`config.mk`:
```
export PLATFORM = sky130hd
export DESIGN_NAME = pc_unit_gen_flat
export DESIGN_NICKNAME = d
export VERILOG_FILES = /design/src/rtl/pc_unit_gen_pkg.sv /design/src/rtl/pc_unit_gen_if.sv /design/src/rtl/pc_unit_gen_next_sel.sv /design/src/rtl/pc_unit_gen.sv /design/src/flat_wrapper.sv
export SDC_FILE = /design/constraint.sdc
export NUM_CORES = 1
export LEC_CHECK = 0
export ABC_AREA = 1
export CAP_MARGIN = 40
export CORE_MARGIN = 8
export CORE_UTILIZATION = 25
export CTS_CLUSTER_SIZE = 25
export DETAILED_ROUTE_END_ITERATION = 12
export PLACE_DENSITY = 0.54
export SLEW_MARGIN = 15
export SYNTH_ARGS = -nofsm -noshare
export SYNTH_HDL_FRONTEND = slang
export SYNTH_HIERARCHICAL = 1
export SYNTH_SLANG_ARGS = --single-unit
```
`constraint.sdc`:
```
create_clock -name Clk -period 5.75 [get_ports Clk]
set_clock_uncertainty 0.15 [all_clocks]
set_input_delay 0.8625 -clock Clk [delete_from_list [all_inputs] [get_ports Clk]]
set_output_delay 0.8625 -clock Clk [all_outputs]
set_load 0.03 [all_outputs]
```
`src/rtl/pc_unit_gen_pkg.sv`:
```
// Shared types and defaults for the program-counter unit: FSM states,
// next-PC source codes (also used as the trace encoding) and vectors.
package pc_pkg;

  typedef enum logic [1:0] {
    BOOT   = 2'd0,
    RUN    = 2'd1,
    HALTED = 2'd2
  } state_e;

  typedef enum logic [2:0] {
    SRC_SEQ    = 3'd0,
    SRC_BRANCH = 3'd1,
    SRC_JUMP   = 3'd2,
    SRC_JR     = 3'd3,
    SRC_EXC    = 3'd4,
    SRC_ERET   = 3'd5,
    SRC_RESET  = 3'd6,
    SRC_HOLD   = 3'd7
  } src_e;

  localparam logic [31:0] DEF_RESET_VEC = 32'h0000_3000;
  localparam logic [31:0] DEF_EXC_VEC   = 32'h0000_4180;

endpackage

```
`src/rtl/pc_unit_gen_if.sv`:
```
// Control/result bundle between the control unit and the PC unit.
// Trace signals exist only when PC_UNIT_GEN_TRACE_EN is defined.
interface pc_unit_gen_if #(
  parameter int PC_W  = 32,
  parameter int IMM_W = 16
);
  logic             Stall;
  logic             Branch;
  logic [IMM_W-1:0] Offset;
  logic             Jump;
  logic [25:0]      JumpAddr;
  logic             JumpReg;
  logic [PC_W-1:0]  RegTarget;
  logic             Exc;
  logic             Eret;
  logic             Halt;
  logic             Resume;
  logic [PC_W-1:0]  PC;
  logic [PC_W-1:0]  PcPlus4;
  logic [PC_W-1:0]  Epc;
  logic             PcValid;
  logic             Misalign;
`ifdef PC_UNIT_GEN_TRACE_EN
  logic             TraceValid;
  logic [2:0]       TraceSrc;
`endif

  modport master (
    output Stall, Branch, Offset, Jump, JumpAddr, JumpReg, RegTarget,
    output Exc, Eret, Halt, Resume,
`ifdef PC_UNIT_GEN_TRACE_EN
    input  TraceValid, TraceSrc,
`endif
    input  PC, PcPlus4, Epc, PcValid, Misalign
  );

  modport slave (
    input  Stall, Branch, Offset, Jump, JumpAddr, JumpReg, RegTarget,
    input  Exc, Eret, Halt, Resume,
`ifdef PC_UNIT_GEN_TRACE_EN
    output TraceValid, TraceSrc,
`endif
    output PC, PcPlus4, Epc, PcValid, Misalign
  );
endinterface

```
`src/rtl/pc_unit_gen_next_sel.sv`:
```
// Combinational next-PC priority mux with PC+4, branch and jump target adders.
// When not running, the current PC is held and reported as SRC_HOLD.
module pc_next_sel
  import pc_pkg::*;
#(
  parameter int PC_W  = 32,
  parameter int IMM_W = 16
) (
  input  logic             run,
  input  logic             stall,
  input  logic             branch,
  input  logic             jump,
  input  logic             jump_reg,
  input  logic             exc,
  input  logic             eret,
  input  logic [IMM_W-1:0] offset,
  input  logic [25:0]      jump_addr,
  input  logic [PC_W-1:0]  pc,
  input  logic [PC_W-1:0]  reg_target,
  input  logic [PC_W-1:0]  epc,
  input  logic [PC_W-1:0]  exc_vec,
  output logic [PC_W-1:0]  pc_plus4,
  output logic [PC_W-1:0]  pc_next,
  output logic             misalign,
  output src_e             src
);

  logic [PC_W-1:0] off_ext;
  logic [PC_W-1:0] br_tgt;
  logic [PC_W-1:0] jmp_tgt;

  assign pc_plus4 = pc + PC_W'(4);
  assign off_ext  = PC_W'($signed(offset));
  assign br_tgt   = pc_plus4 + (off_ext << 2);

  // Upper PC bits above 27 come from PC+4; with PC_W=28 nothing is kept.
  always_comb begin
    jmp_tgt        = pc_plus4;
    jmp_tgt[27:0]  = {jump_addr, 2'b00};
  end

  always_comb begin
    pc_next = pc;
    src     = SRC_HOLD;
    if (run) begin
      if (exc) begin
        pc_next = exc_vec;
        src     = SRC_EXC;
      end else if (eret) begin
        pc_next = epc;
        src     = SRC_ERET;
      end else if (stall) begin
        pc_next = pc;
        src     = SRC_HOLD;
      end else if (jump_reg) begin
        pc_next = reg_target;
        src     = SRC_JR;
      end else if (jump) begin
        pc_next = jmp_tgt;
        src     = SRC_JUMP;
      end else if (branch) begin
        pc_next = br_tgt;
        src     = SRC_BRANCH;
      end else begin
        pc_next = pc_plus4;
        src     = SRC_SEQ;
      end
    end
  end

  assign misalign = |pc_next[1:0];

endmodule

```
`src/rtl/pc_unit_gen.sv`:
```
// Program-counter unit: run/halt FSM, PC and EPC registers, fetch-valid flag.
// Optional trace outputs enabled by defining PC_UNIT_GEN_TRACE_EN.
//
// state  | meaning
// BOOT   | first cycle after reset, PC = reset vector, no fetch
// RUN    | PC advances every cycle, fetch valid
// HALTED | PC frozen, no fetch, waits for Resume
module pc_unit_gen
  import pc_pkg::*;
#(
  parameter int          PC_W      = 32,
  parameter int          IMM_W     = 16,
  parameter logic [31:0] RESET_VEC = DEF_RESET_VEC,
  parameter logic [31:0] EXC_VEC   = DEF_EXC_VEC
) (
  input logic         Clk,
  input logic         PcReSet,
  pc_unit_gen_if.slave bus
);

  localparam logic [PC_W-1:0] RESET_PC = RESET_VEC[PC_W-1:0];
  localparam logic [PC_W-1:0] EXC_PC   = EXC_VEC[PC_W-1:0];

  state_e          state;
  state_e          state_nx;
  logic [PC_W-1:0] pc;
  logic [PC_W-1:0] pc_next;
  logic [PC_W-1:0] epc;
  logic            pc_valid;
  src_e            src;

  pc_next_sel #(.PC_W(PC_W), .IMM_W(IMM_W)) u_next_sel (
    .run        (state == RUN),
    .stall      (bus.Stall),
    .branch     (bus.Branch),
    .jump       (bus.Jump),
    .jump_reg   (bus.JumpReg),
    .exc        (bus.Exc),
    .eret       (bus.Eret),
    .offset     (bus.Offset),
    .jump_addr  (bus.JumpAddr),
    .pc         (pc),
    .reg_target (bus.RegTarget),
    .epc        (epc),
    .exc_vec    (EXC_PC),
    .pc_plus4   (bus.PcPlus4),
    .pc_next    (pc_next),
    .misalign   (bus.Misalign),
    .src        (src)
  );

  always_ff @(posedge Clk) begin
    if (PcReSet) state <= BOOT;
    else         state <= state_nx;
  end

  // Halt is evaluated alongside this cycle's PC update, so a redirect
  // (including an exception) still lands before the unit freezes.
  always_comb begin
    state_nx = state;
    unique case (state)
      BOOT:    state_nx = RUN;
      RUN:     if (bus.Halt && !bus.Stall) state_nx = HALTED;
      HALTED:  if (bus.Resume) state_nx = RUN;
      default: state_nx = BOOT;
    endcase
  end

  always_ff @(posedge Clk) begin
    if (PcReSet) begin
      pc       <= RESET_PC;
      epc      <= '0;
      pc_valid <= 1'b0;
    end else begin
      pc       <= pc_next;
      pc_valid <= (state_nx == RUN);
      if (src == SRC_EXC) epc <= pc;
    end
  end

  assign bus.PC      = pc;
  assign bus.Epc     = epc;
  assign bus.PcValid = pc_valid;

`ifdef PC_UNIT_GEN_TRACE_EN
  logic [2:0] trace_src;

  always_ff @(posedge Clk) begin
    if (PcReSet) trace_src <= SRC_RESET;
    else         trace_src <= src;
  end

  assign bus.TraceValid = pc_valid;
  assign bus.TraceSrc   = trace_src;
`endif

endmodule

```
`src/flat_wrapper.sv`:
```
// flat-port wrapper written by rule: the top's interface ports become plain ports
module pc_unit_gen_flat import pc_pkg::*;
#(
  parameter int          PC_W      = 32,
  parameter int          IMM_W     = 16,
  parameter logic [31:0] RESET_VEC = DEF_RESET_VEC,
  parameter logic [31:0] EXC_VEC   = DEF_EXC_VEC
)
  (Clk, PcReSet, bus_Stall, bus_Branch, bus_Offset, bus_Jump, bus_JumpAddr, bus_JumpReg, bus_RegTarget, bus_Exc, bus_Eret, bus_Halt, bus_Resume, bus_PC, bus_PcPlus4, bus_Epc, bus_PcValid, bus_Misalign);
  pc_unit_gen_if #(.PC_W(PC_W), .IMM_W(IMM_W)) bus_i ();
  input logic Clk;
  input logic PcReSet;
  input wire logic [$bits(bus_i.Stall)-1:0] bus_Stall;
  input wire logic [$bits(bus_i.Branch)-1:0] bus_Branch;
  input wire logic [$bits(bus_i.Offset)-1:0] bus_Offset;
  input wire logic [$bits(bus_i.Jump)-1:0] bus_Jump;
  input wire logic [$bits(bus_i.JumpAddr)-1:0] bus_JumpAddr;
  input wire logic [$bits(bus_i.JumpReg)-1:0] bus_JumpReg;
  input wire logic [$bits(bus_i.RegTarget)-1:0] bus_RegTarget;
  input wire logic [$bits(bus_i.Exc)-1:0] bus_Exc;
  input wire logic [$bits(bus_i.Eret)-1:0] bus_Eret;
  input wire logic [$bits(bus_i.Halt)-1:0] bus_Halt;
  input wire logic [$bits(bus_i.Resume)-1:0] bus_Resume;
  output wire logic [$bits(bus_i.PC)-1:0] bus_PC;
  output wire logic [$bits(bus_i.PcPlus4)-1:0] bus_PcPlus4;
  output wire logic [$bits(bus_i.Epc)-1:0] bus_Epc;
  output wire logic [$bits(bus_i.PcValid)-1:0] bus_PcValid;
  output wire logic [$bits(bus_i.Misalign)-1:0] bus_Misalign;
  assign bus_i.Stall = bus_Stall;
  assign bus_i.Branch = bus_Branch;
  assign bus_i.Offset = bus_Offset;
  assign bus_i.Jump = bus_Jump;
  assign bus_i.JumpAddr = bus_JumpAddr;
  assign bus_i.JumpReg = bus_JumpReg;
  assign bus_i.RegTarget = bus_RegTarget;
  assign bus_i.Exc = bus_Exc;
  assign bus_i.Eret = bus_Eret;
  assign bus_i.Halt = bus_Halt;
  assign bus_i.Resume = bus_Resume;
  assign bus_PC = bus_i.PC;
  assign bus_PcPlus4 = bus_i.PcPlus4;
  assign bus_Epc = bus_i.Epc;
  assign bus_PcValid = bus_i.PcValid;
  assign bus_Misalign = bus_i.Misalign;
  pc_unit_gen #(.PC_W(PC_W), .IMM_W(IMM_W), .RESET_VEC(RESET_VEC), .EXC_VEC(EXC_VEC)) u_core (.Clk(Clk), .PcReSet(PcReSet), .bus(bus_i));
endmodule
```
Word-level counts from Yosys, hierarchy flattened --
Index checks and enable logic that the tools add are counted.
Word-level totals: latch bits 0, memory bits (writable) 0, memories kept 0, bits in registers 67, word-level logic and storage cells 34, bits in read-only memories 0, output and inout port bits 98, bits of input ports 84
Cells by class: div/mod/pow operators 0, order comparisons 0, add/sub/neg operators 2, eq/ne operators 5, reductions and logical operators 5, mux-type cells 17, multipliers 0, bitwise logic cells 0, shift operators 0
Operators with widths (number):
- 32-bit two-way mux | 6
- 32-bit by 3-bit adder with 32-bit output, second input constant | 1
- 32-bit adder | 1
- 3-bit two-way mux | 4
- 2-bit two-way mux | 5
- 2-bit one-hot mux with 3 select lines | 1
- 2-bit by 1-bit equality test with 1-bit output, second input constant | 2
- 3-bit equality test, second input constant | 1
- 3-bit by 1-bit != test with 1-bit output, second input constant | 1
- 2-bit equality test, second input constant | 1
- 2-bit logical NOT | 1
- 2-bit AND reduction | 1
- 2-bit OR reduction | 1
- 1-bit logical AND | 1
- 1-bit logical NOT | 1
- 1-bit two-way mux | 1

Logic depth before layout (Yosys ltp) --
Gate-level depths: netlist of the first run.
depth in word-level cells 10, mapped depth 28, mapped depth without buffers 28

Cells and area by module --
Netlist of the first run, hierarchy kept.
Modules (own cells, without submodules):
- pc_next_sel | area an instance 5541.6 um^2, cells each 1202, times used 1, sequential area each 0.0 um^2
- pc_unit_gen | area an instance 2492.4 um^2, cells each 329, times used 1, sequential area each 1341.3 um^2

Worst setup path before layout of the first run --
No wires, ideal clock.
kind flip-flop to flip-flop, start point reg u_core.pc[3] (netlist: u_core/bus.PC[3]), end point reg u_core.pc[31] (netlist: u_core/bus.PC[31]), arrival time 3.365 ns, stages on the path, launching flop included 25, buffers on the path 0, required time 5.483 ns, setup time 0.117 ns, slack 2.118 ns, clock period less this slack 3.632 ns, path through dfxtp_1 > ha_1 > nand3_1 > inv_1 > nand2_1 > nor2_1 > nand3_1 > xor2_1 > ha_1 > nand2_1 > inv_1 > a21oi_1 > nand2_1 > nand2_1 > nand2_1 > a21oi_1 > nand2_1 > nand3_1 > nand2_1 > nand2_1 > nand2_1 > nand2_1 > nand2_1 > inv_1 > nor2_1
Between the ends: cells in the longest elaborated chain, start to end 8
Ends and longest elaborated chain:
- start: declaration | line pc_unit_gen.sv:26 | logic [PC_W-1:0] pc;
- start signal: assignment | line pc_unit_gen.sv:75 | pc <= pc_next;
- 32-bit by 3-bit adder with 32-bit output | line pc_unit_gen_next_sel.sv:32 | assign pc_plus4 = pc + PC_W'(4);
- via bus_PcPlus4[22] | line flat_wrapper.sv:25 | output wire logic [$bits(bus_i.PcPlus4)-1:0] bus_PcPlus4;
- 32-bit adder | line pc_unit_gen_next_sel.sv:34 | assign br_tgt = pc_plus4 + (off_ext << 2);
- 32-bit two-way mux | line pc_unit_gen_next_sel.sv:61 | end else if (branch) begin
- 32-bit two-way mux | line pc_unit_gen_next_sel.sv:58 | end else if (jump) begin
- 32-bit two-way mux | line pc_unit_gen_next_sel.sv:55 | end else if (jump_reg) begin
- 32-bit two-way mux | line pc_unit_gen_next_sel.sv:52 | end else if (stall) begin
- 32-bit two-way mux | line pc_unit_gen_next_sel.sv:49 | end else if (eret) begin
- 32-bit two-way mux | line pc_unit_gen_next_sel.sv:46 | if (exc) begin
The timed path passes the listed nets, and every way through them passes these cells. The select of a mux whose other input is x is not followed. A chain may end at the register's enable or synchronous reset.

Worst setup path after layout of the first run --
start point in bus_JumpReg, end point out bus_Misalign
Between the ends: cells in the longest elaborated chain, start to end 6
Ends and longest elaborated chain:
- start: declaration | line flat_wrapper.sv:18 | input wire logic [$bits(bus_i.JumpReg)-1:0] bus_JumpReg;
- 32-bit two-way mux | line pc_unit_gen_next_sel.sv:55
- 32-bit two-way mux | line pc_unit_gen_next_sel.sv:52
- 32-bit two-way mux | line pc_unit_gen_next_sel.sv:49
- 32-bit two-way mux | line pc_unit_gen_next_sel.sv:46
- 2-bit two-way mux | line pc_unit_gen_next_sel.sv:45 | if (run) begin
- via u_core.pc_next[0] | line pc_unit_gen.sv:27 | logic [PC_W-1:0] pc_next;
- 2-bit OR reduction | line pc_unit_gen_next_sel.sv:71 | assign misalign = |pc_next[1:0];
- end: declaration | line flat_wrapper.sv:28 | output wire logic [$bits(bus_i.Misalign)-1:0] bus_Misalign;
The timed path passes the listed nets, and every way through them passes these cells. The select of a mux whose other input is x is not followed.

==> results.tsv, run 1 <==
metric	value	unit
Worst Hold Slack	0.3424	ns
unrepaired setup endpoints after global routing	false	
Final ANT Viol Nets	0	
initial core utilization	25.39	%
number of maximum-capacitance violations	0	
power dissipated by switching net loads	0.8110	mW
slowest cell on the critical path	sky130_fd_sc_hd__clkdlybuf4s50_1	
standby leakage power	5.140	nW
Slew headroom	42.42	%
setup slack of the most critical reg-to-reg path	1.68	ns
core box area	0.03164	sq mm
Final Hold Violating Endpoints	0	
fillcell total	3548	
floorplan die area	0.03813	sq mm
global route total overflow	0	
clock root buffer	sky130_fd_sc_hd__clkbuf_16	
clock sinks	67	
Final min period	4.230	ns
via density per instance	4.614	
count of boundary I/O pins	182	
total vias in the final route	9758	
Worst Reg-to-Reg Cells	23	
part of the total power dissipated in the clock network	32.1	%
transition time at the pin with the least slew margin	0.8628	ns
area of the mapped netlist	0.008034	sq mm
number of placement rows	65	
number of warnings reported in the yosys synthesis log	6	
Post-synth top flop	sky130_fd_sc_hd__dfxtp_1	
growth of design area from synthesis to finish	32.50	%
post-synthesis sequential area ratio	16.70	%
number of CTS-inserted buffers	9	
Skew-Pair Late Insertion Delay	0.34	ns
Power Dens Cells	193.0	mW/mm^2
Post-CTS Hold Fix Bufs	0	
Worst EP required	4.74	ns
distinct cell type count after synthesis	50	
Setup Viol. Count Final	0	
number of global-route vias before repair	9281	
diode insertion count for antenna repair	0	
Fmax achieved	236.4	MHz
maximum number of pins on one net before global-route repair	65	
crit-path max cell delay	0.69	ns
placer's final routability congestion estimate	0.9242	
maximum fanout encountered on the critical timing path	23	
internal power component	1.244	mW
CTS tree	yes	
part of the total power dissipated in sequential elements	26.8	%
total global routing track utilization	17.79	%
result of the run	complete, no violations	
clock-pin slew on the worst setup and hold paths	0.06	ns
critical path start-end classification	in2out	
final net count	1829	
Synth Instances	1531	
crit path capture type	output port	
worst hold path class	reg2reg	
IO buf count	181	
number of buffers inserted to repair setup after CTS	0	
critical path launch point type	primary input	
total number of H-tree levels	3	
layout cells sized above 1	3.678	%
post-cts gate resize count	0	
cell-by-cell listing of the critical path	clkdlybuf4s50_1, buf_4, inv_1, nor2_1, nand2_1, o211a_1, o221ai_1, or2_2, clkdlybuf4s50_1	
initial antenna violation count	0	
Synth async-reset ratio	0	%
Hold Crit Depth	3	
DRT iter0 DRCs	737	
detailed-route DRC error count	0	
most used cell, CP	sky130_fd_sc_hd__clkdlybuf4s50_1	
wire length of the first global-routing pass	53210	microns
count of final max-slew check failures	0	
IR drop worst, VDD	0.1434	mV
total of flip-flops plus latches after synthesis	67	
Post-DP HPWL	28330	microns
sw frac	39.46	%
worst endpoint data arrival time	3.22	ns
final cycle utilization of the critical path	73.56	%
number of synthesized flops with an enable pin	0	
Setup Total Neg Slack	0	ns
Vert. Die Dim	195.3	microns
clock buffer depth	2	
combinational share of power	41.1	%
router iterations before antenna repair	8	
die span in x	195.3	microns
Final Routed Wirelength	34710	microns
Mean Syn Cell Area	5.248	sq um
routed length per placed instance	16.41	microns
[state kept, by name, indices dropped and copies added (netlist names)]
signal              count
u_core/state            2
u_core/bus.PcValid      1
u_core/bus.Epc         32
u_core/bus.PC          32
[final cells by class]
type	count	area, sq um	share of cell area (%)
Tap cell	402	503.0	4.725
Clock buffer	10	239.0	2.245
Timing Repair Buffer	194	1957	18.38
Clock inverter	6	111.4	1.046
Multi-Input combinational cell	1197	5597	52.57
Inverter	239	897.1	8.427
Sequential cell	67	1341	12.60
[per-layer routing]
metal / routed length (microns) / vias to the layer above / share of wire (%) / track usage [%]
li1: - / 5057 / - / -
met1: 16370 / 4375 / 47 / 23.51
met2: 15670 / 298 / 45 / 29.70
met3: 2039 / 28 / 5.9 / 2.975
met4: 624 / 0 / 1.8 / 4.351
met5: 0 / - / 0 / 0
[per-stage QoR]
step / worst slack [ns] / util, % / power [mW] / instance area, sq um / instances
6_report: 1.520 / 33.65 / 2.055 / 10650 / 2115
4_1_cts: 1.531 / 33.65 / 2.068 / 10650 / 2115
5_1_grt: 1.345 / 33.65 / 2.189 / 10650 / 2115
2_1_floorplan: 2.118 / - / 1.074 / 8147 / 1561
3_3_place_gp: 1.548 / 32.32 / 1.394 / 10220 / 2096
3_5_place_dp: 1.506 / 32.54 / 1.401 / 10290 / 2099
[cells in the final DEF (no fill, tap or decap), types with 15 or more instances in the layout]
cell type,netlist,final
sky130_fd_sc_hd__clkdlybuf4s50_1,0,181
sky130_fd_sc_hd__o21ai_0,66,66
sky130_fd_sc_hd__inv_1,235,235
sky130_fd_sc_hd__nor2_1,234,233
sky130_fd_sc_hd__a21oi_1,98,98
sky130_fd_sc_hd__nand4_1,15,15
sky130_fd_sc_hd__conb_1,2,32
sky130_fd_sc_hd__nand2_1,522,521
sky130_fd_sc_hd__nand3_1,89,89
sky130_fd_sc_hd__xor2_1,16,16
sky130_fd_sc_hd__ha_1,36,36
sky130_fd_sc_hd__dfxtp_1,67,67
[worst max-delay path: cells and delay by family]
kind                   cells  cell delay (ns)
AOI/OAI and AO/OA          2             0.29
buffers and inverters      4             1.69
and+or+nand+nor            3             0.35
[cells by family after synthesis]
kind of cell,synth area share [%]
xor+xnor,2.476
compound gates,13.35
fa+ha+maj,5.856
flops,16.70
buf+inv,15.11
simple gates,46.43
other cells,0.09348
[cells in the mapped netlist (2+ instances only)]
library cell | number | area [sq um]
sky130_fd_sc_hd__a21oi_1 | 98 | 490.5
sky130_fd_sc_hd__a221oi_1 | 3 | 26.28
sky130_fd_sc_hd__and2_1 | 7 | 43.79
sky130_fd_sc_hd__buf_2 | 17 | 85.08
sky130_fd_sc_hd__buf_4 | 2 | 15.01
sky130_fd_sc_hd__buf_6 | 8 | 90.09
sky130_fd_sc_hd__clkbuf_1 | 29 | 108.9
sky130_fd_sc_hd__conb_1 | 2 | 7.510
sky130_fd_sc_hd__dfxtp_1 | 67 | 1341
sky130_fd_sc_hd__ha_1 | 36 | 450.4
sky130_fd_sc_hd__inv_1 | 235 | 882.1
sky130_fd_sc_hd__inv_2 | 3 | 11.26
sky130_fd_sc_hd__nand2_1 | 522 | 1959
sky130_fd_sc_hd__nand2_2 | 10 | 62.56
sky130_fd_sc_hd__nand2_4 | 2 | 22.52
sky130_fd_sc_hd__nand3_1 | 89 | 445.4
sky130_fd_sc_hd__nand4_1 | 15 | 93.84
sky130_fd_sc_hd__nor2_1 | 234 | 878.3
sky130_fd_sc_hd__nor2_2 | 4 | 25.02
sky130_fd_sc_hd__nor2_4 | 2 | 22.52
sky130_fd_sc_hd__nor2_8 | 2 | 40.04
sky130_fd_sc_hd__nor3_1 | 12 | 60.06
sky130_fd_sc_hd__nor3_2 | 2 | 20.02
sky130_fd_sc_hd__o211ai_1 | 10 | 75.07
sky130_fd_sc_hd__o21ai_0 | 66 | 330.3
sky130_fd_sc_hd__o21ai_1 | 5 | 25.02
sky130_fd_sc_hd__o21bai_1 | 4 | 30.03
sky130_fd_sc_hd__o221ai_1 | 2 | 17.52
sky130_fd_sc_hd__o22ai_1 | 2 | 12.51
sky130_fd_sc_hd__or2_1 | 2 | 12.51
sky130_fd_sc_hd__or2_2 | 3 | 18.77
sky130_fd_sc_hd__xnor2_1 | 3 | 26.28
sky130_fd_sc_hd__xor2_1 | 16 | 140.1
[power by group through the flow]
stage	Combinational [mW]	Clock, mW	Sequential, mW
CTS	0.845	0.673	0.551
floorplan	0.481	0	0.593
global route	0.936	0.696	0.557
finish	0.845	0.659	0.551
detailed placement	0.840	0	0.560
global placement	0.833	0	0.561
[worst paths after layout]
path | endpoint | startpoint
worst max-delay path | bus_Misalign | bus_JumpReg
worst min-delay path | u_core/state[1] | u_core/state[0]
worst max register to register | u_core/bus.PC[26] | u_core/bus.PC[3]
worst min register to register | u_core/state[1] | u_core/state[0]
Power figures use the tool's default switching activity.
==> run 2: changes to the inputs <==
--- a/config.mk
+++ b/config.mk
@@ -11,7 +11,7 @@
 export CORE_UTILIZATION = 25
 export CTS_CLUSTER_SIZE = 25
 export DETAILED_ROUTE_END_ITERATION = 12
-export PLACE_DENSITY = 0.54
+export PLACE_DENSITY = 0.55
 export SLEW_MARGIN = 15
 export SYNTH_ARGS = -nofsm -noshare
 export SYNTH_HDL_FRONTEND = slang
==> constraint.sdc (replaced) <==
create_clock -name Clk -period 3.7 [get_ports Clk]
set_clock_uncertainty 0.15 [all_clocks]
set_input_delay 0.555 -clock Clk [delete_from_list [all_inputs] [get_ports Clk]]
set_output_delay 0.555 -clock Clk [all_outputs]
set_load 0.03 [all_outputs]
==> results.tsv, run 2 (same netlist as run 1, synthesis figures left out) <==
metric	value	unit	change
result of the run	complete, no violations		
Setup Viol. Count Final	0		unchanged
number of global-route vias before repair	9586		+3.3%
worst hold path class	reg2reg		
worst endpoint data arrival time	3.53	ns	+0.31 ns
clock-pin slew on the worst setup and hold paths	0.06	ns	about the same
Worst Reg-to-Reg Cells	22		-4.3%
maximum fanout encountered on the critical timing path	6		-74%
core box area	0.03164	sq mm	unchanged
area used by sequential logic in the layout	0.001351	sq mm	+0.75%
Vert. Die Dim	195.3	microns	unchanged
cell family with the largest share of critical-path delay	simple AND/OR/NAND/NOR gates		
transition time at the pin with the least slew margin	0.6702	ns	-0.1926 ns
initial antenna violation count	1		+1
unrepaired setup endpoints after global routing	true		
final std cell area, no fill	0.01126	sq mm	+5.8%
layout cells sized above 1	9.774	%	+6.1 points
wire length of the first global-routing pass	55390	microns	+4.1%
Post-DP HPWL	30040	microns	+6.0%
number of placement rows	65		unchanged
cell-by-cell listing of the critical path	buf_4, nand2_1, nor2_4, nand2_4, nor2_8, xor2_2, ha_1, nand2_1, nor2_1, buf_4, nand2_1, nand2_1, o21bai_1, nand3_1, nand2_2, nand2_1, nand2_1, nand2_1, nand2_1, nand2_1, inv_1, nor2_1		
crit-path max cell delay	0.39	ns	-0.30 ns
via density per instance	4.624		+0.23%
count of buffer and inverter cells on the critical path	3		-1
fin cells	2172		+2.7%
total global routing track utilization	18.45	%	+0.67 points
diode insertion count for antenna repair	0		unchanged
global-route met3 utilization	3.078	%	+0.10 points
IR drop worst, VDD	0.1784	mV	+24%
Fmax achieved	288.3	MHz	
DRT iter0 DRCs	652		-12%
floorplan die area	0.03813	sq mm	unchanged
count of final max-slew check failures	0		unchanged
slowest cell on the critical path	sky130_fd_sc_hd__ha_1		
die span in x	195.3	microns	unchanged
startpoint of the lowest-slack hold path	u_core/state[0]		
setup slack of the most critical reg-to-reg path	0.23	ns	-1.45 ns
most common library cell in the layout ignoring fill and taps	sky130_fd_sc_hd__nand2_1		
global routing met2 resource utilization	30.66	%	+0.96 points
fillcell total	3540		-0.23%
global route total overflow	0		unchanged
CTS tree	yes		
critical path start-end classification	reg2reg		
reg2reg start	u_core/bus.PC[3]		
router iterations before antenna repair	7		-1
IO buf count	181		unchanged
top library cells by usage in the layout, fill and taps aside	513 x sky130_fd_sc_hd__nand2_1, 234 x sky130_fd_sc_hd__inv_1, 220 x sky130_fd_sc_hd__nor2_1, 180 x sky130_fd_sc_hd__clkdlybuf4s50_1, 94 x sky130_fd_sc_hd__a21oi_1		
Final Routed Wirelength	36530	microns	+5.3%
Hold Crit Depth	3		unchanged
overall power	3.182	mW	+55%
total number of H-tree levels	3		unchanged
busiest layer in global routing	met2		
final cycle utilization of the critical path	93.74	%	
area of combinational cells with multiple inputs	0.005827	sq mm	+4.1%
Post-CTS Hold Fix Bufs	0		unchanged
Placement Cell Area	0.01071	sq mm	+4.0%
clock root buffer	sky130_fd_sc_hd__clkbuf_16		
Slew headroom	55.26	%	+13 points
Skew-Pair Late Insertion Delay	0.34	ns	about the same
Final Hold Violating Endpoints	0		unchanged
maximum number of pins on one net before global-route repair	50		-23%
detailed-route DRC error count	0		unchanged
instance count after placement with tap cells included	2154		+2.6%
reg-to-reg critical path endpoint	u_core/bus.PC[18]		
Worst EP required	3.76	ns	-0.98 ns
Layout Utilization	35.61	%	+2.0 points
clock buffer depth	2		unchanged
final net count	1886		+3.1%
Worst Hold End	u_core/state[1]		
number of CTS-inserted buffers	9		unchanged
Final ANT Viol Nets	0		unchanged
clock sinks	67		unchanged
met1 usage	24.74	%	+1.2 points
Final min period	3.468	ns	
number of maximum-capacitance violations	0		unchanged
crit path capture type	flip-flop		
initial core utilization	25.39	%	unchanged
total vias in the final route	10040		+2.9%
most used cell, CP	sky130_fd_sc_hd__nand2_1		
count of boundary I/O pins	182		unchanged
growth of design area from synthesis to finish	40.21	%	
routed length per placed instance	16.82	microns	+2.5%
standby leakage power	5.452	nW	+6.1%
placer's final routability congestion estimate	0.9237		about the same
critical path launch point type	flip-flop		
Power Dens Cells	282.5	mW/mm^2	+46%
run 2: cell types whose count changed in the layout (fill, tap and decap cells not counted), moves of 8 or more:
cell and delta:
sky130_fd_sc_hd__buf_4 +57, sky130_fd_sc_hd__dfxtp_2 +8, sky130_fd_sc_hd__dfxtp_1 -8, sky130_fd_sc_hd__nand2_2 +8, sky130_fd_sc_hd__nand2_1 -8, sky130_fd_sc_hd__nor2_1 -13
sky130_fd_sc_hd__nor2_2 +12
run 2: metal layers:
metal | up-vias | part of all wire (%)
met2 | 293 | 45
met4 | 2 | 1.6
met1 | 4556 | 47
li1 | 5162 | -
met5 | - | 0.025
met3 | 31 | 6.2
run 2: cell type report:
type / count / area share, %
Tap cell: 402 / 4.465
Timing Repair Buffer: 251 / 21.17
Clock buffer: 9 / 1.999
Sequential cell: 67 / 12.00
Multi-Input combinational cell: 1197 / 51.73
Inverter: 239 / 7.964
Clock inverter: 7 / 0.6775
run 2: power breakdown:
| group | internal (mW) | total (mW) | switching, mW |
|---|---|---|---|
| combinational | 0.564 | 1.47 | 0.908 |
| clock | 0.525 | 0.886 | 0.360 |
| sequential | 0.769 | 0.825 | 0.0555 |
run 2: worst max-delay path by stage:
| stage | from | end | cells past startpoint |
|---|---|---|---|
| 2_1_floorplan | u_core/bus.PC[3] | u_core/bus.PC[31] | 24 |
| 3_3_place_gp | u_core/bus.PC[2] | u_core/bus.PC[18] | 24 |
| 3_5_place_dp | u_core/bus.PC[2] | u_core/bus.PC[18] | 24 |
| 4_1_cts | u_core/bus.PC[2] | u_core/bus.PC[18] | 24 |
| 5_1_grt | u_core/bus.PC[9] | u_core/bus.PC[24] | 24 |
| 6_report | u_core/bus.PC[3] | u_core/bus.PC[18] | 22 |
run 2: through the flow:
step | setup WS, ns | TNS (ns) | hold WS (ns)
floorplan | 0.06794 | 0 | 0.3134
CTS | 0.003576 | 0 | 0.3391
finish | 0.2318 | 0 | 0.3431
detailed placement | -0.1235 | -0.1235 | 0.3289
global placement | -0.09673 | -0.09673 | 0.3244
global route | -0.05640 | -0.1182 | 0.3831
run 2: worst reg2reg max path: cells and delay by family, from the launching register on:
family / cells / cell delay (ns)
adder cells (fa/ha/maj): 1 / 0.39
flip-flops: 1 / 0.33
AO/OA/AOI/OAI: 1 / 0.15
XOR/XNOR: 1 / 0.32
AND/OR/NAND/NOR: 16 / 1.69
buffers and inverters: 3 / 0.33
run 2: what timing repair did:
item | in CTS | in global routing
endpoints found under the setup margin | 1 | 22
buffers inserted | 0 | 2
hold endpoints to repair | 0 | 0
cloned | 0 | 0
pin swaps | 0 | 5
resized for setup | 2 | 58
==> run 3: changes to the inputs <==
--- a/config.mk
+++ b/config.mk
@@ -11,9 +11,8 @@
 export CORE_UTILIZATION = 25
 export CTS_CLUSTER_SIZE = 25
 export DETAILED_ROUTE_END_ITERATION = 12
-export PLACE_DENSITY = 0.55
+export PLACE_DENSITY = 0.56
 export SLEW_MARGIN = 15
 export SYNTH_ARGS = -nofsm -noshare
 export SYNTH_HDL_FRONTEND = slang
-export SYNTH_HIERARCHICAL = 1
 export SYNTH_SLANG_ARGS = --single-unit
==> results.tsv, run 3 <==
metric	value	unit	change
CTS tree	yes		
cell taking the most area after synthesis	sky130_fd_sc_hd__nand2_1		
final cycle utilization of the critical path	92.80	%	-0.94 points
clock-pin slew on the worst setup and hold paths	0.05	ns	about the same
Synth async-reset ratio	0	%	unchanged
IR drop worst, VDD	0.2045	mV	+15%
number of maximum-capacitance violations	0		unchanged
growth of design area from synthesis to finish	42.28	%	
fillcell total	3049		-14%
top cells by area in the synthesized netlist	sky130_fd_sc_hd__nand2_1 25%, sky130_fd_sc_hd__dfxtp_1 20%, sky130_fd_sc_hd__inv_1 10%		
post-synthesis sequential area ratio	19.71	%	+3.0 points
placer's final routability congestion estimate	0.9302		+0.70%
maximum number of pins on one net before global-route repair	53		+6.0%
unrepaired setup endpoints after global routing	true		
Vert. Die Dim	181.0	microns	-7.3%
result of the run	complete, no violations		
Fmax achieved	291.3	MHz	+1.0%
cell-by-cell listing of the critical path	nand2_1, inv_1, nand3_1, nor3_1, nand3_1, nand2_1, inv_1, ha_1, nand2_1, nor2_1, nand2_1, inv_1, nand3_1, nand2_1, nand2_1, nand3_1, nand2_1, nand2_1, nand2_1, nand2_1, a21oi_1		
final std cell area, no fill	0.009681	sq mm	-14%
number of placement rows	60		-7.7%
Setup Total Neg Slack	0	ns	unchanged
count of boundary I/O pins	182		unchanged
worst endpoint data arrival time	3.48	ns	-0.05 ns
Final ANT Viol Nets	0		unchanged
standby leakage power	4.558	nW	-16%
post-synth net total	1384		
fin worst setup slack	0.2666	ns	+0.03483 ns
setup slack of the most critical reg-to-reg path	0.27	ns	+0.03 ns
Commonest cells post-synth	450 x sky130_fd_sc_hd__nand2_1, 188 x sky130_fd_sc_hd__inv_1, 132 x sky130_fd_sc_hd__nor2_1		
Skew-Pair Late Insertion Delay	0.34	ns	about the same
total number of H-tree levels	3		unchanged
via density per instance	4.762		+3.0%
Worst EP required	3.75	ns	about the same
reg-to-reg critical path endpoint	u_core.bus.PC[29]		
Worst Hold Slack	0.3297	ns	-0.01333 ns
transition time at the pin with the least slew margin	0.6776	ns	+0.007377 ns
most used cell, CP	sky130_fd_sc_hd__nand2_1		
Hold Crit Depth	2		-1
number of warnings reported in the yosys synthesis log	0		-6
total global routing track utilization	19.06	%	+0.61 points
Post-DP HPWL	26880	microns	-11%
wire length of the first global-routing pass	48750	microns	-12%
final net count	1581		-16%
router iterations before antenna repair	5		-2
total vias in the final route	8605		-14%
global route total overflow	0		unchanged
fin cells	1807		-17%
layout cells sized above 1	8.055	%	-1.7 points
Placement Cell Area	0.009241	sq mm	-14%
maximum fanout encountered on the critical timing path	6		unchanged
reg2reg start	u_core.bus.PC[21]		
top library cells by usage in the layout, fill and taps aside	449 x sky130_fd_sc_hd__nand2_1, 188 x sky130_fd_sc_hd__inv_1, 179 x sky130_fd_sc_hd__clkdlybuf4s50_1, 123 x sky130_fd_sc_hd__nor2_1, 105 x sky130_fd_sc_hd__a21oi_1		
distinct cell type count after synthesis	41		-18%
count of buffer and inverter cells on the critical path	3		unchanged
total of flip-flops plus latches after synthesis	67		unchanged
Power Dens Cells	253.3	mW/mm^2	-10%
clock sinks	67		unchanged
Final Hold Violating Endpoints	0		unchanged
cell family with the largest share of critical-path delay	simple AND/OR/NAND/NOR gates		
number of global-route vias before repair	8418		-12%
Worst Reg-to-Reg Cells	21		-4.5%
Worst Hold End	u_core.bus.Epc[27]		
floorplan die area	0.03275	sq mm	-14%
clock root buffer	sky130_fd_sc_hd__clkbuf_16		
number of CTS-inserted buffers	9		unchanged
critical path launch point type	flip-flop		
core box area	0.02688	sq mm	-15%
routed length per placed instance	17.92	microns	+6.5%
Final min period	3.433	ns	-0.03483 ns
critical path start-end classification	reg2reg		
Mean Syn Cell Area	5.387	sq um	+2.7%
most common library cell in the layout ignoring fill and taps	sky130_fd_sc_hd__nand2_1		
Slew headroom	54.72	%	-0.54 points
IO buf count	181		unchanged
share of the synthesized area in the top cell type	24.83	%	+0.44 points
startpoint of the lowest-slack hold path	u_core.bus.Epc[27]		
initial antenna violation count	1		unchanged
instance count after placement with tap cells included	1788		-17%
DP Worst Slack	-0.008703	ns	+0.1148 ns
Synth Instances	1263		-18%
slowest cell on the critical path	sky130_fd_sc_hd__dfxtp_1		
detailed-route DRC error count	0		unchanged
worst hold path class	reg2reg		
crit path capture type	flip-flop		
DRT iter0 DRCs	641		-1.7%
initial core utilization	25.32	%	-0.078 points
Final Routed Wirelength	32380	microns	-11%
crit-path max cell delay	0.44	ns	+0.05 ns
Critical path origin	u_core.bus.PC[21]		
Layout Utilization	36.02	%	+0.41 points
Post-synth top flop	sky130_fd_sc_hd__dfxtp_1		
overall power	2.452	mW	-23%
clock buffer depth	2		unchanged
Setup Viol. Count Final	0		unchanged
die span in x	181.0	microns	-7.3%
area of the mapped netlist	0.006804	sq mm	-15%
count of final max-slew check failures	0		unchanged
most frequent cell after synthesis	sky130_fd_sc_hd__nand2_1		
number of synthesized flops with an enable pin	0		unchanged
run 3: where the power goes:
part           internal [mW]  switching, mW
clock                  0.542          0.337
combinational          0.307          0.488
sequential             0.748         0.0291
total                   1.60          0.854
run 3: worst min-delay path: cells and delay by family (launching register included):
| family | cells | cell delay (ns) |
|---|---|---|
| flip-flops | 1 | 0.32 |
| AND/OR/NAND/NOR | 1 | 0.06 |
| AO/OA/AOI/OAI | 1 | 0.05 |
run 3: worst max path at each step:
stage | depth (start not counted) | end
global route | 22 | u_core.bus.PC[25]
finish | 21 | u_core.bus.PC[29]
detailed placement | 22 | u_core.bus.PC[16]
CTS | 19 | u_core.bus.PC[16]
global placement | 22 | u_core.bus.PC[16]
floorplan | 20 | u_core.bus.PC[17]
run 3: final cells by class:
cell class | instances | area (sq um) | area share (%)
Tap cell | 341 | 426.7 | 4.407
Clock buffer | 11 | 242.7 | 2.507
Antenna cell | 1 | 2.502 | 0.02585
Sequential cell | 67 | 1351 | 13.96
Inverter | 194 | 728.2 | 7.522
Timing Repair Buffer | 227 | 2195 | 22.67
Clock inverter | 5 | 60.06 | 0.6204
Multi-Input combinational cell | 961 | 4674 | 48.29
run 3: routing by layer:
layer,global-route usage (%),part of all wire [%],vias to the layer above
met5,0,0,-
met4,6.133,2.7,0
met3,3.511,6.3,48
met2,32.05,47,288
met1,24.26,44,3899
li1,-,-,4370
run 3: repair_timing:
item                                    4_1_cts  5_1_grt
endpoints found under the setup margin        1       17
pin swaps                                     0        1
gates resized for setup                       1       34
hold buffers                                  0        0
endpoints found under the hold margin         0        0
setup buffers                                 0        2
run 3: cell families after synthesis:
logic type	after synthesis	share of synthesized area, %
AND/OR/NAND/NOR	725	43.53
buffers and inverters	235	13.18
AO/OA/AOI/OAI	183	14.60
flip-flops	67	19.71
adder cells (fa/ha/maj)	37	6.914
XOR/XNOR	16	2.060
